### config.mk
export PLATFORM = sky130hd
export DESIGN_NAME = stream_packet_arbiter_flat
export DESIGN_NICKNAME = d
export VERILOG_FILES = /design/src/rtl/stream_packet_arbiter_if.sv /design/src/rtl/stream_packet_arbiter.sv /design/src/flat_wrapper.sv
export SDC_FILE = /design/constraint.sdc
export NUM_CORES = 1
export LEC_CHECK = 0
export ABC_AREA = 1
export CAP_MARGIN = 25
export CORE_MARGIN = 4
export CORE_UTILIZATION = 40
export CTS_CLUSTER_DIAMETER = 50
export CTS_CLUSTER_SIZE = 25
export DETAILED_ROUTE_END_ITERATION = 8
export HOLD_SLACK_MARGIN = 0.02
export PLACE_DENSITY = 0.73
export REMOVE_ABC_BUFFERS = 1
export SLEW_MARGIN = 40
export SYNTH_ARGS = -nofsm -noshare
export SYNTH_HDL_FRONTEND = slang
export SYNTH_SLANG_ARGS = --single-unit
### constraint.sdc
create_clock -name clk -period 1.5 [get_ports clk]
set_input_delay 0.15 -clock clk [delete_from_list [all_inputs] [get_ports clk]]
set_output_delay 0.15 -clock clk [all_outputs]
set_load 0.02 [all_outputs]
### src/rtl/stream_packet_arbiter_if.sv
// rtl/stream_packet_arbiter_if.sv - stream handshake bundle for stream_packet_arbiter
interface stream_packet_arbiter_if #(
  parameter int DATA_W = 24
);
  logic [DATA_W-1:0] s_axis_tdata_0;
  logic              s_axis_tvalid_0;
  logic              s_axis_tlast_0;
  logic              s_axis_tready_0;
  logic [DATA_W-1:0] s_axis_tdata_1;
  logic              s_axis_tvalid_1;
  logic              s_axis_tlast_1;
  logic              s_axis_tready_1;
  logic [DATA_W-1:0] m_axis_tdata;
  logic              m_axis_tvalid;
  logic              m_axis_tready;
  logic              m_axis_tlast;
  logic              m_axis_tid;

  // Arbiter side: sinks both input channels, sources the merged stream.
  modport slave (
    input  s_axis_tdata_0, s_axis_tvalid_0, s_axis_tlast_0,
    input  s_axis_tdata_1, s_axis_tvalid_1, s_axis_tlast_1,
    output s_axis_tready_0, s_axis_tready_1,
    output m_axis_tdata, m_axis_tvalid, m_axis_tlast, m_axis_tid,
    input  m_axis_tready
  );

  // Environment side: sources both input channels, sinks the merged stream.
  modport master (
    output s_axis_tdata_0, s_axis_tvalid_0, s_axis_tlast_0,
    output s_axis_tdata_1, s_axis_tvalid_1, s_axis_tlast_1,
    input  s_axis_tready_0, s_axis_tready_1,
    input  m_axis_tdata, m_axis_tvalid, m_axis_tlast, m_axis_tid,
    output m_axis_tready
  );
endinterface

### src/rtl/stream_packet_arbiter.sv
// rtl/stream_packet_arbiter.sv - two-channel round-robin packet arbiter with length truncation
module stream_packet_arbiter #(
  parameter int DATA_W    = 24,
  parameter int MAX_BEATS = 6
) (
  input  logic                    clk,
  input  logic                    reset_n,
  stream_packet_arbiter_if.slave  bus,
  input  logic [1:0]              ch_en,
  input  logic                    err_clr,
  output logic                    status_overlength,
  output logic [15:0]             pkt_cnt_0,
  output logic [15:0]             pkt_cnt_1,
  output logic                    busy
);

  typedef enum logic [1:0] {
    IDLE  = 2'd0,
    XFER  = 2'd1,
    DRAIN = 2'd2
  } state_t;

  state_t            state_q;
  state_t            state_d;
  logic              grant_q;
  logic              last_grant_q;
  logic [7:0]        beat_cnt_q;
  logic [DATA_W-1:0] m_data_q;
  logic              m_valid_q;
  logic              m_last_q;
  logic              m_tid_q;

  logic              req_0;
  logic              req_1;
  logic              g_valid;
  logic              g_last;
  logic [DATA_W-1:0] g_data;
  logic              out_free;
  logic              at_max;
  logic              g_ready;
  logic              grant_now;
  logic              grant_ch;
  logic              pkt_done;
  logic              ovf_set;
  logic              take_beat;

  assign req_0    = bus.s_axis_tvalid_0 & ch_en[0];
  assign req_1    = bus.s_axis_tvalid_1 & ch_en[1];
  assign g_valid  = grant_q ? bus.s_axis_tvalid_1 : bus.s_axis_tvalid_0;
  assign g_last   = grant_q ? bus.s_axis_tlast_1  : bus.s_axis_tlast_0;
  assign g_data   = grant_q ? bus.s_axis_tdata_1  : bus.s_axis_tdata_0;
  // The output stage can take a new beat when empty or being emptied this cycle.
  assign out_free = ~m_valid_q | bus.m_axis_tready;
  // The beat being offered now would be the MAX_BEATS-th of the packet.
  assign at_max   = (beat_cnt_q == 8'(MAX_BEATS - 1));
  assign take_beat = (state_q == XFER) & g_valid & out_free;

  // Next-state, grant selection and per-beat decisions.
  always_comb begin
    state_d   = state_q;
    g_ready   = 1'b0;
    grant_now = 1'b0;
    grant_ch  = last_grant_q;
    pkt_done  = 1'b0;
    ovf_set   = 1'b0;
    case (state_q)
      IDLE: begin
        if (req_0 | req_1) begin
          grant_now = 1'b1;
          grant_ch  = (req_0 & req_1) ? ~last_grant_q : req_1;
          state_d   = XFER;
        end
      end
      XFER: begin
        g_ready = out_free;
        if (g_valid & out_free) begin
          if (g_last) begin
            pkt_done = 1'b1;
            state_d  = IDLE;
          end else if (at_max) begin
            pkt_done = 1'b1;
            ovf_set  = 1'b1;
            state_d  = DRAIN;
          end
        end
      end
      DRAIN: begin
        g_ready = 1'b1;
        if (g_valid & g_last) begin
          state_d = IDLE;
        end
      end
      default: state_d = IDLE;
    endcase
  end

  assign bus.s_axis_tready_0 = g_ready & ~grant_q;
  assign bus.s_axis_tready_1 = g_ready &  grant_q;

  // FSM state register.
  always_ff @(posedge clk or negedge reset_n) begin
    if (!reset_n) begin
      state_q <= IDLE;
    end else begin
      state_q <= state_d;
    end
  end

  // Grant bookkeeping; last_grant resets to 1 so channel 0 wins the first tie.
  always_ff @(posedge clk or negedge reset_n) begin
    if (!reset_n) begin
      grant_q      <= 1'b0;
      last_grant_q <= 1'b1;
      beat_cnt_q   <= 8'd0;
    end else if (grant_now) begin
      grant_q      <= grant_ch;
      last_grant_q <= grant_ch;
      beat_cnt_q   <= 8'd0;
    end else if (take_beat) begin
      beat_cnt_q   <= beat_cnt_q + 8'd1;
    end
  end

  // Single output register stage; a truncated packet gets tlast on its final kept beat.
  always_ff @(posedge clk or negedge reset_n) begin
    if (!reset_n) begin
      m_data_q  <= '0;
      m_valid_q <= 1'b0;
      m_last_q  <= 1'b0;
      m_tid_q   <= 1'b0;
    end else if (take_beat) begin
      m_data_q  <= g_data;
      m_valid_q <= 1'b1;
      m_last_q  <= g_last | at_max;
      m_tid_q   <= grant_q;
    end else if (m_valid_q & bus.m_axis_tready) begin
      m_valid_q <= 1'b0;
    end
  end

  assign bus.m_axis_tdata  = m_data_q;
  assign bus.m_axis_tvalid = m_valid_q;
  assign bus.m_axis_tlast  = m_last_q;
  assign bus.m_axis_tid    = m_tid_q;

  // Per-channel completed-packet counters, free-running wrap.
  always_ff @(posedge clk or negedge reset_n) begin
    if (!reset_n) begin
      pkt_cnt_0 <= 16'd0;
      pkt_cnt_1 <= 16'd0;
    end else if (pkt_done) begin
      if (grant_q) begin
        pkt_cnt_1 <= pkt_cnt_1 + 16'd1;
      end else begin
        pkt_cnt_0 <= pkt_cnt_0 + 16'd1;
      end
    end
  end

  // Sticky truncation flag; a new truncation beats a simultaneous clear.
  always_ff @(posedge clk or negedge reset_n) begin
    if (!reset_n) begin
      status_overlength <= 1'b0;
    end else if (ovf_set) begin
      status_overlength <= 1'b1;
    end else if (err_clr) begin
      status_overlength <= 1'b0;
    end
  end

  // Busy tracks the registered state, so it follows the FSM with no extra lag.
  always_ff @(posedge clk or negedge reset_n) begin
    if (!reset_n) begin
      busy <= 1'b0;
    end else begin
      busy <= (state_d != IDLE);
    end
  end

endmodule
### src/flat_wrapper.sv
// flat-port wrapper written by rule: the top's interface ports become plain ports
module stream_packet_arbiter_flat 
#(
  parameter int DATA_W    = 24,
  parameter int MAX_BEATS = 6
)
  (clk, reset_n, ch_en, err_clr, status_overlength, pkt_cnt_0, pkt_cnt_1, busy, bus_s_axis_tdata_0, bus_s_axis_tvalid_0, bus_s_axis_tlast_0, bus_s_axis_tdata_1, bus_s_axis_tvalid_1, bus_s_axis_tlast_1, bus_s_axis_tready_0, bus_s_axis_tready_1, bus_m_axis_tdata, bus_m_axis_tvalid, bus_m_axis_tlast, bus_m_axis_tid, bus_m_axis_tready);
  stream_packet_arbiter_if #(.DATA_W(DATA_W)) bus_i ();
  input  logic clk;
  input  logic reset_n;
  input  logic [1:0] ch_en;
  input  logic err_clr;
  output logic status_overlength;
  output logic [15:0] pkt_cnt_0;
  output logic [15:0] pkt_cnt_1;
  output logic busy;
  input wire logic [$bits(bus_i.s_axis_tdata_0)-1:0] bus_s_axis_tdata_0;
  input wire logic [$bits(bus_i.s_axis_tvalid_0)-1:0] bus_s_axis_tvalid_0;
  input wire logic [$bits(bus_i.s_axis_tlast_0)-1:0] bus_s_axis_tlast_0;
  input wire logic [$bits(bus_i.s_axis_tdata_1)-1:0] bus_s_axis_tdata_1;
  input wire logic [$bits(bus_i.s_axis_tvalid_1)-1:0] bus_s_axis_tvalid_1;
  input wire logic [$bits(bus_i.s_axis_tlast_1)-1:0] bus_s_axis_tlast_1;
  output wire logic [$bits(bus_i.s_axis_tready_0)-1:0] bus_s_axis_tready_0;
  output wire logic [$bits(bus_i.s_axis_tready_1)-1:0] bus_s_axis_tready_1;
  output wire logic [$bits(bus_i.m_axis_tdata)-1:0] bus_m_axis_tdata;
  output wire logic [$bits(bus_i.m_axis_tvalid)-1:0] bus_m_axis_tvalid;
  output wire logic [$bits(bus_i.m_axis_tlast)-1:0] bus_m_axis_tlast;
  output wire logic [$bits(bus_i.m_axis_tid)-1:0] bus_m_axis_tid;
  input wire logic [$bits(bus_i.m_axis_tready)-1:0] bus_m_axis_tready;
  assign bus_i.s_axis_tdata_0 = bus_s_axis_tdata_0;
  assign bus_i.s_axis_tvalid_0 = bus_s_axis_tvalid_0;
  assign bus_i.s_axis_tlast_0 = bus_s_axis_tlast_0;
  assign bus_i.s_axis_tdata_1 = bus_s_axis_tdata_1;
  assign bus_i.s_axis_tvalid_1 = bus_s_axis_tvalid_1;
  assign bus_i.s_axis_tlast_1 = bus_s_axis_tlast_1;
  assign bus_s_axis_tready_0 = bus_i.s_axis_tready_0;
  assign bus_s_axis_tready_1 = bus_i.s_axis_tready_1;
  assign bus_m_axis_tdata = bus_i.m_axis_tdata;
  assign bus_m_axis_tvalid = bus_i.m_axis_tvalid;
  assign bus_m_axis_tlast = bus_i.m_axis_tlast;
  assign bus_m_axis_tid = bus_i.m_axis_tid;
  assign bus_i.m_axis_tready = bus_m_axis_tready;
  stream_packet_arbiter #(.DATA_W(DATA_W), .MAX_BEATS(MAX_BEATS)) u_core (.clk(clk), .reset_n(reset_n), .bus(bus_i), .ch_en(ch_en), .err_clr(err_clr), .status_overlength(status_overlength), .pkt_cnt_0(pkt_cnt_0), .pkt_cnt_1(pkt_cnt_1), .busy(busy));
endmodule
Word-level counts from Yosys, hierarchy flattened
Cells that the tools add are included.

Bits in registers: 73. Input bits: 58.

Equal/unequal tests: 3. Reduce and logical (&&, ||, !) cells: 7. $add $sub $neg: 3. Bitwise operators: 16. Mux-type cells: 28.

Operator list (count): 16-bit by 1-bit adder with 16-bit output, second input constant (2); 24-bit 2-to-1 mux (1); 1-bit 2-to-1 mux (18); 8-bit 2-to-1 mux (2); 1-bit bitwise AND (10); 2-bit 2-to-1 mux (5); 8-bit by 1-bit adder with 8-bit output, second input constant (1); 8-bit by 3-bit == test with 1-bit output, second input constant (1); 2-bit nonzero test (4); 2-bit one-hot mux with 3 select lines (1); 2-bit AND reduction (2); 1-bit inverter (3); 1-bit OR (3); 2-bit by 1-bit == test with 1-bit output, second input constant (1); 2-bit == test, second input constant (1); 2-bit logical NOT (1); 1-bit one-hot mux with 2 select lines (1).

Depth between registers and ports, before layout
Gate-level depths: netlist of run 1.

Word-level depth: 6. Depth in mapped cells: 11. Gate-level depth less buffers: 11.

Least setup slack after synthesis of run 1
Ideal clock, no wire load.

Path kind: register -> register. Start point: register u_core.state_q[1]. End point: register u_core.pkt_cnt_0[10]. Data required time: 1.380 ns. Slack: -0.099 ns. Cell stages (with the launch flop): 11. Arrival: 1.478 ns. Setup time: 0.120 ns. Cell sequence: dfrtp_1 > inv_1 > ha_1 > inv_1 > nor2_1 > nand2_4 > inv_4 > nand3_4 > buf_6 > o21ai_1 > nand2_1.

Longest elaborated chain between the ends: 3.

RTL lines: from (decl) (RTL line stream_packet_arbiter.sv:23) `state_t state_q;`; from (signal assigned) (RTL line stream_packet_arbiter.sv:105) `state_q <= state_d;`; 2-bit by 1-bit == test with 1-bit output (RTL line stream_packet_arbiter.sv:66) `case (state_q)`; 1-bit 2-to-1 mux (RTL line stream_packet_arbiter.sv:66); 2-bit AND reduction (no line); to (signal assigned) (RTL line stream_packet_arbiter.sv:155) `pkt_cnt_0 <= pkt_cnt_0 + 16'd1;`; to (decl) (RTL line stream_packet_arbiter.sv:12) `output logic [15:0] pkt_cnt_0,`.

No other way between the ends. A chain may end at the register's enable or synchronous reset.

Worst setup path after layout of run 1
Start point: register u_core.state_q[0]. End point: output port bus_s_axis_tready_1.

Longest elaborated chain between the ends: 3. Elaborated cells between the ends (all ways): 4. Classes of those cells: eq/ne (2); mux (1); bitwise (1).

RTL lines: 2-bit == test or 2-bit by 1-bit == test with 1-bit output (tied branches) (RTL line stream_packet_arbiter.sv:66); 1-bit one-hot mux with 2 select lines (*) (RTL line stream_packet_arbiter.sv:66); 1-bit bitwise AND (*) (RTL line stream_packet_arbiter.sv:98) `assign bus.s_axis_tready_1 = g_ready & grant_q;`; to (decl) (RTL line flat_wrapper.sv:24) `output wire logic [$bits(bus_i.s_axis_tready_1)-1:0] bus_s_axis_tready_1;`.

Mark *: on every way between the ends. The rest lies on a longest branch, timed or not.

==> results of run 1 <==
-- logic make-up after synthesis --
kind of cell,count (synthesis),synth area share (%)
buf+inv,66,7.86
fa+ha+maj,8,2.58
xor+xnor,20,4.51
simple gates,267,29.0
flops,73,47.1
compound gates,62,9.02
-- power groups by stage --
stage                     sequential, mW  combinational, mW  clock (mW)
final                               3.27               5.84        2.07
after global routing                3.37               6.32        2.21
after CTS                           3.14               5.32        2.11
after detailed placement            3.17               4.84           0
after global placement              3.15               4.73           0
after floorplan                     3.89               1.69           0
-- worst paths after layout --
kind | slack, ns | startpoint | endpoint
setup reg to reg | -0.15 | u_core.state_q[1] | u_core.pkt_cnt_1[3]
max in group asynchronous | 0.80 | reset_n | u_core.beat_cnt_q[1]
hold reg to reg | 0.51 | u_core.last_grant_q | u_core.last_grant_q
min in group clk | 0.36 | bus_s_axis_tdata_0[12] | u_core.bus.m_axis_tdata[12]
setup / recovery | -0.17 | u_core.state_q[0] | bus_s_axis_tready_1
hold / removal | 0.33 | reset_n | u_core.bus.m_axis_tdata[2]
-- critical path, cell delays in order (launching register included) --
cell     delay [ns]
dfrtp_1        0.42
buf_6          0.13
inv_4          0.04
ha_4           0.25
o21ai_2        0.06
nor2_1         0.10
buf_4          0.15
-- through the flow --
stage | hold slack, ns | setup WS [ns] | instances | instance area [um2]
CTS | 0.344 | -0.167 | 801 | 6050
global route | 0.355 | -0.225 | 805 | 6430
floorplan | -0.146 | -0.623 | 480 | 3780
detailed placement | 0.215 | -0.465 | 769 | 5470
finish | 0.329 | -0.166 | 805 | 6430
global placement | 0.214 | -0.463 | 769 | 5470
-- registers in the layout, indices dropped and copies added, names as in the netlist --
| name | count |
|---|---|
| u_core.beat_cnt_q | 8 |
| u_core.bus.m_axis_tdata | 24 |
| u_core.bus.m_axis_tid | 1 |
| u_core.bus.m_axis_tlast | 1 |
| u_core.bus.m_axis_tvalid | 1 |
| u_core.busy | 1 |
| u_core.grant_q | 1 |
| u_core.last_grant_q | 1 |
| u_core.pkt_cnt_0 | 16 |
| u_core.pkt_cnt_1 | 16 |
| u_core.state_q | 2 |
| u_core.status_overlength | 1 |
-- final cells by class --
cell class                 instances  area [um2]  area share, %
clock buffer                       9         124           1.93
clock inverter                     7         143           2.22
sequential                        73        1830           28.4
tap                              129         161           2.51
timing repair buffer             176        1790           27.8
inverter                          50         218           3.38
timing repair inverter             2        15.0          0.233
multi-input combinational        359        2150           33.5
-- layer usage --
| layer | global-route usage [%] | part of all wire, % | up-vias |
|---|---|---|---|
| li1 | - | - | 1936 |
| met5 | 0 | 0 | - |
| met3 | 4.25 | 5.7 | 15 |
| met2 | 35.7 | 53 | 103 |
| met1 | 24.5 | 40 | 1844 |
| met4 | 7.03 | 1.5 | 0 |
-- Yosys cell counts (all sizes together) --
master / instances / area share (%)
a21o: 1 / 0.19
a21oi: 4 / 0.52
a31oi: 24 / 3.9
buf: 11 / 2.3
clkbuf: 5 / 0.48
dfrtp: 72 / 46
dfstp: 1 / 0.68
ha: 8 / 2.6
inv: 50 / 5.1
nand2: 157 / 16
nand3: 23 / 3.3
nand3b: 2 / 0.39
nand4: 5 / 0.81
nor2: 67 / 6.8
nor3: 13 / 1.9
o21ai: 31 / 4.1
o21bai: 1 / 0.19
o22ai: 1 / 0.16
xnor2: 5 / 1.1
xor2: 15 / 3.4
-- repair_timing --
item	4_1_cts	5_1_grt
resized for setup	103	104
pin swaps	12	19
endpoints found under the hold margin	72	0
cloned	6	4
setup endpoints to repair	109	88
hold buffers	1	0
buffers inserted	9	3
==> reports/results.tsv, run 1 <==
stage	metric	value	unit
worst_setup_path	cp_max_fo	3	
worst_setup_path	worstPathArrival	1.52	ns
detailed_routing	drc	0	
power_and_ir_drop	power.share.switching	41.1	%
detailed_routing	wl_per_cell	14.8	um
timing	setup_violations	63	
die	core	9330	um2
detailed_routing	routed_wl	11900	um
clocking	cts_buffers	9	
layout	final_common_cell	nand2_1	
layout	final_net_count	737	
placement	place_congestion	0.857	
clocking	clk_path_buf_depth	2	
clocking	root_buffer	clkbuf_8	
timing	slew_violations	0	
clocking	cts_tree	done	
synthesis	ys.warnings.count	0	
clocking	clkSinkCount	73	
grt	antenna_found_initial	0	
synthesis	syn_inst	496	
power_and_ir_drop	power.total	11.2	mW
detailed_routing	drtAntennaViolNets	0	
worst_setup_path	cp_data_required_time	1.35	ns
timing	fin_worst_skew	0.0161	ns
placement	dp_hpwl	7560	um
status	violations	negative setup slack	
worst_setup_path	crit_path_end_kind	output port	
timing	fin_crit_sh	111	%
layout	n_fill_cell	753	
clocking	clk_pin_slew_worst_paths	0.08	ns
layout	drive_above_1_share	24.7	%
power_and_ir_drop	peakVddDrop	0.999	mV
worst_hold_path	hold_class	in -> async	
grt	overflow	0	
layout	final_util	69.0	%
power_and_ir_drop	p_leak	3.12	nW
grt	grt_max_degree	74	
placement	place.port_buffers	120	
synthesis	syn_avg_cell_area	7.83	um2
detailed_routing	drtIter0Drc	120	
power_and_ir_drop	p_per_area	1740	nW/um2
timing	fin_setup_tns	-4.74	ns
power_and_ir_drop	power.switching	4.59	mW
power_and_ir_drop	cell_internal_pwr	6.59	mW
die	die_w	107	um
grt	grt_pass1_wl	18500	um
worst_setup_path	worstSetupPathType	reg -> out	
timing	rsz0062_at_grt	yes	
timing	period_minus_slack	1.67	ns
die	die_y	107	um
timing	max_freq	0.600	GHz
worst_setup_path	r2r_cells	10	
layout	area_growth	65.6	%
die	rows	35	
job	maxCapViolations	0	
die	die-area	11300	um2
detailed_routing	avgViaCountPerCell	4.84	
layout	final_cell_mix	138 x nand2_1, 71 x dfrtp_1, 59 x clkdlybuf4s50_1	
worst_setup_path	cp-start-kind	flop	
grt	grt_usage	20.3	%
synthesis	syn_area	3880	um2
power_and_ir_drop	seq_power_share	29.3	%
layout	diodes	0	
detailed_routing	firstDrtPassIters	4	
power_and_ir_drop	power_frac_clock	18.5	%
timing	setup_ws	-0.166	ns
synthesis	synth-seq-cells	73	
die	start_util	41.6	%
detailed_routing	vias	3898	
status	status	finished, violations left	
clocking	clk_latency	0.36	ns
clocking	h-tree-depth	3	
die	design.portCount	121	
timing	finalHoldViolations	0	
power_and_ir_drop	comb_power_share	52.2	%
timing	tightestPinTransition	0.422	ns
grt	grt_pass1_vias	3924	
timing	slew_headroom	71.8	%
synthesis	synthDistinctLibCells	33	
synthesis	yosysSeqAreaShare	47.1	%
Power figures use the tool's default switching activity.
==> inputs of run 2 (changes only) <==
--- a/config.mk
+++ b/config.mk
@@ -6,6 +6,7 @@
 export NUM_CORES = 1
 export LEC_CHECK = 0
 export ABC_AREA = 1
+export ABC_CLOCK_PERIOD_IN_PS = 1700
 export CAP_MARGIN = 25
 export CORE_MARGIN = 4
 export CORE_UTILIZATION = 40
@@ -13,7 +14,7 @@
 export CTS_CLUSTER_SIZE = 25
 export DETAILED_ROUTE_END_ITERATION = 8
 export HOLD_SLACK_MARGIN = 0.02
-export PLACE_DENSITY = 0.73
+export PLACE_DENSITY = 0.7
 export REMOVE_ABC_BUFFERS = 1
 export SLEW_MARGIN = 40
 export SYNTH_ARGS = -nofsm -noshare
==> constraint.sdc (replaced) <==
create_clock -name clk -period 1.7 [get_ports clk]
set_input_delay 0.17 -clock clk [delete_from_list [all_inputs] [get_ports clk]]
set_output_delay 0.17 -clock clk [all_outputs]
set_load 0.02 [all_outputs]
==> reports/results.tsv, run 2 (same netlist as run 1, synthesis figures left out) <==
stage	metric	value	unit
status	status	finished, final reports clean	
placement	pre_cts_slack	-0.294	ns
die	die-area	11300	um2
clocking	clk_pin_slew_worst_paths	0.07	ns
grt	grt_usage	18.4	%
grt	grt_pass1_wl	16900	um
grt	overflow	0	
layout	n_fill_cell	872	
timing	slew_headroom	66.1	%
worst_setup_path	crit_path_end_kind	output port	
timing	tightestPinTransition	0.508	ns
layout	final_net_count	699	
power_and_ir_drop	p_per_area	1470	nW/um2
worst_setup_path	worstPathArrival	1.50	ns
placement	place_inst	745	
timing	fin_worst_skew	0.00903	ns
worst_setup_path	worstSetupPathType	reg -> out	
die	core	9330	um2
layout	area_growth	43.4	%
timing	period_minus_slack	1.67	ns
detailed_routing	wl_per_cell	13.4	um
clocking	clkSinkCount	73	
timing	slew_violations	0	
clocking	clk_latency	0.34	ns
layout	final_cells	764	
worst_setup_path	cp_data_required_time	1.53	ns
grt	grt_pass1_vias	3612	
detailed_routing	vias	3673	
die	die_y	107	um
timing	rsz0062_at_grt	yes	
power_and_ir_drop	p_leak	2.50	nW
clocking	clk_path_buf_depth	2	
timing	fin_crit_sh	98.2	%
worst_setup_path	cp_max_fo	3	
placement	place_congestion	0.877	
detailed_routing	drtAntennaViolNets	0	
detailed_routing	routed_wl	10200	um
grt	grt_max_degree	48	
layout	largest_reg_flops	24	
timing	finalHoldViolations	0	
placement	place.port_buffers	120	
layout	final_cell_mix	152 x nand2_1, 117 x clkdlybuf4s50_1, 71 x dfrtp_1	
clocking	h-tree-depth	3	
worst_setup_path	cp-start-kind	flop	
clocking	cts_buffers	9	
job	maxCapViolations	0	
detailed_routing	avgViaCountPerCell	4.81	
die	rows	35	
die	design.portCount	121	
clocking	cts_tree	done	
placement	dp_hpwl	7650	um
grt	antenna_found_initial	0	
power_and_ir_drop	peakVddDrop	0.798	mV
detailed_routing	drtIter0Drc	143	
worst_hold_path	hold_class	in -> async	
detailed_routing	firstDrtPassIters	6	
layout	final_common_cell	nand2_1	
layout	drive_above_1_share	10.4	%
power_and_ir_drop	power.total	8.18	mW
layout	final_util	59.7	%
timing	setup_violations	0	
timing	setup_ws	0.0299	ns
die	start_util	41.6	%
clocking	root_buffer	clkbuf_8	
placement	place_area	5280	um2
die	die_w	107	um
timing	max_freq	0.599	GHz
layout	final_area	5570	um2
detailed_routing	drc	0	
layout	diodes	0	
==> run 2: through the flow <==
stage / hold slack, ns / TNS [ns]
after global routing: 0.391 / -0.0813
after floorplan: -0.126 / -8.28
after global placement: 0.181 / -0.705
after CTS: 0.376 / 0
after detailed placement: 0.185 / -1.19
final: 0.365 / 0
==> run 2: path summary, 6_finish.rpt <==
| check | depth (start not counted) | slack (ns) | end | start |
|---|---|---|---|---|
| setup reg to reg | 8 | 0.11 | u_core.pkt_cnt_0[10] | u_core.beat_cnt_q[1] |
| min in group clk | 3 | 0.39 | u_core.bus.m_axis_tdata[6] | bus_s_axis_tdata_1[6] |
| setup / recovery | 5 | 0.03 | bus_s_axis_tready_0 | u_core.state_q[0] |
| max in group asynchronous | 3 | 0.77 | u_core.bus.m_axis_tdata[8] | reset_n |
| hold / removal | 2 | 0.36 | u_core.pkt_cnt_1[11] | reset_n |
| hold reg to reg | 2 | 0.49 | u_core.bus.m_axis_tid | u_core.bus.m_axis_tid |
==> run 2: timing repair <==
item | in CTS | in global routing
gates resized for setup | 17 | 19
pin swaps | 2 | 5
endpoints found under the hold margin | 36 | 0
hold buffers | 1 | 0
endpoints found under the setup margin | 29 | 33
buffers inserted | 1 | 3
gates cloned | 0 | 1
==> run 2: power breakdown <==
part / leakage (nW) / internal (mW) / switching (mW)
registers: 0.908 / 2.34 / 0.482
clock network: 0.0782 / 0.545 / 0.598
logic: 1.51 / 1.88 / 2.33
==> run 2: critical path, cell delays in order (launching register included) <==
cell	delay, ns
dfrtp_1	0.45
inv_2	0.09
ha_2	0.21
o21ai_2	0.19
nor2_1	0.07
buf_4	0.15
==> run 2: metal layers <==
| metal | part of all wire (%) | wire length, um | global-route usage (%) | vias up |
|---|---|---|---|---|
| li1 | - | - | - | 1860 |
| met1 | 42 | 4280 | 22.2 | 1703 |
| met2 | 49 | 5020 | 31.2 | 101 |
| met3 | 7.9 | 809 | 6.19 | 9 |
| met4 | 1.1 | 112 | 5.11 | 0 |
| met5 | 0 | 0 | 0 | - |
==> run 2: final cells by class <==
cell class                 instances  area [um2]  area share, %
inverter                          50         204           3.66
sequential                        73        1830           32.8
clock buffer                      12         145           2.61
tap                              129         161           2.90
clock inverter                     1        5.00         0.0898
multi-input combinational        358        1840           33.0
timing repair buffer             141        1390           24.9
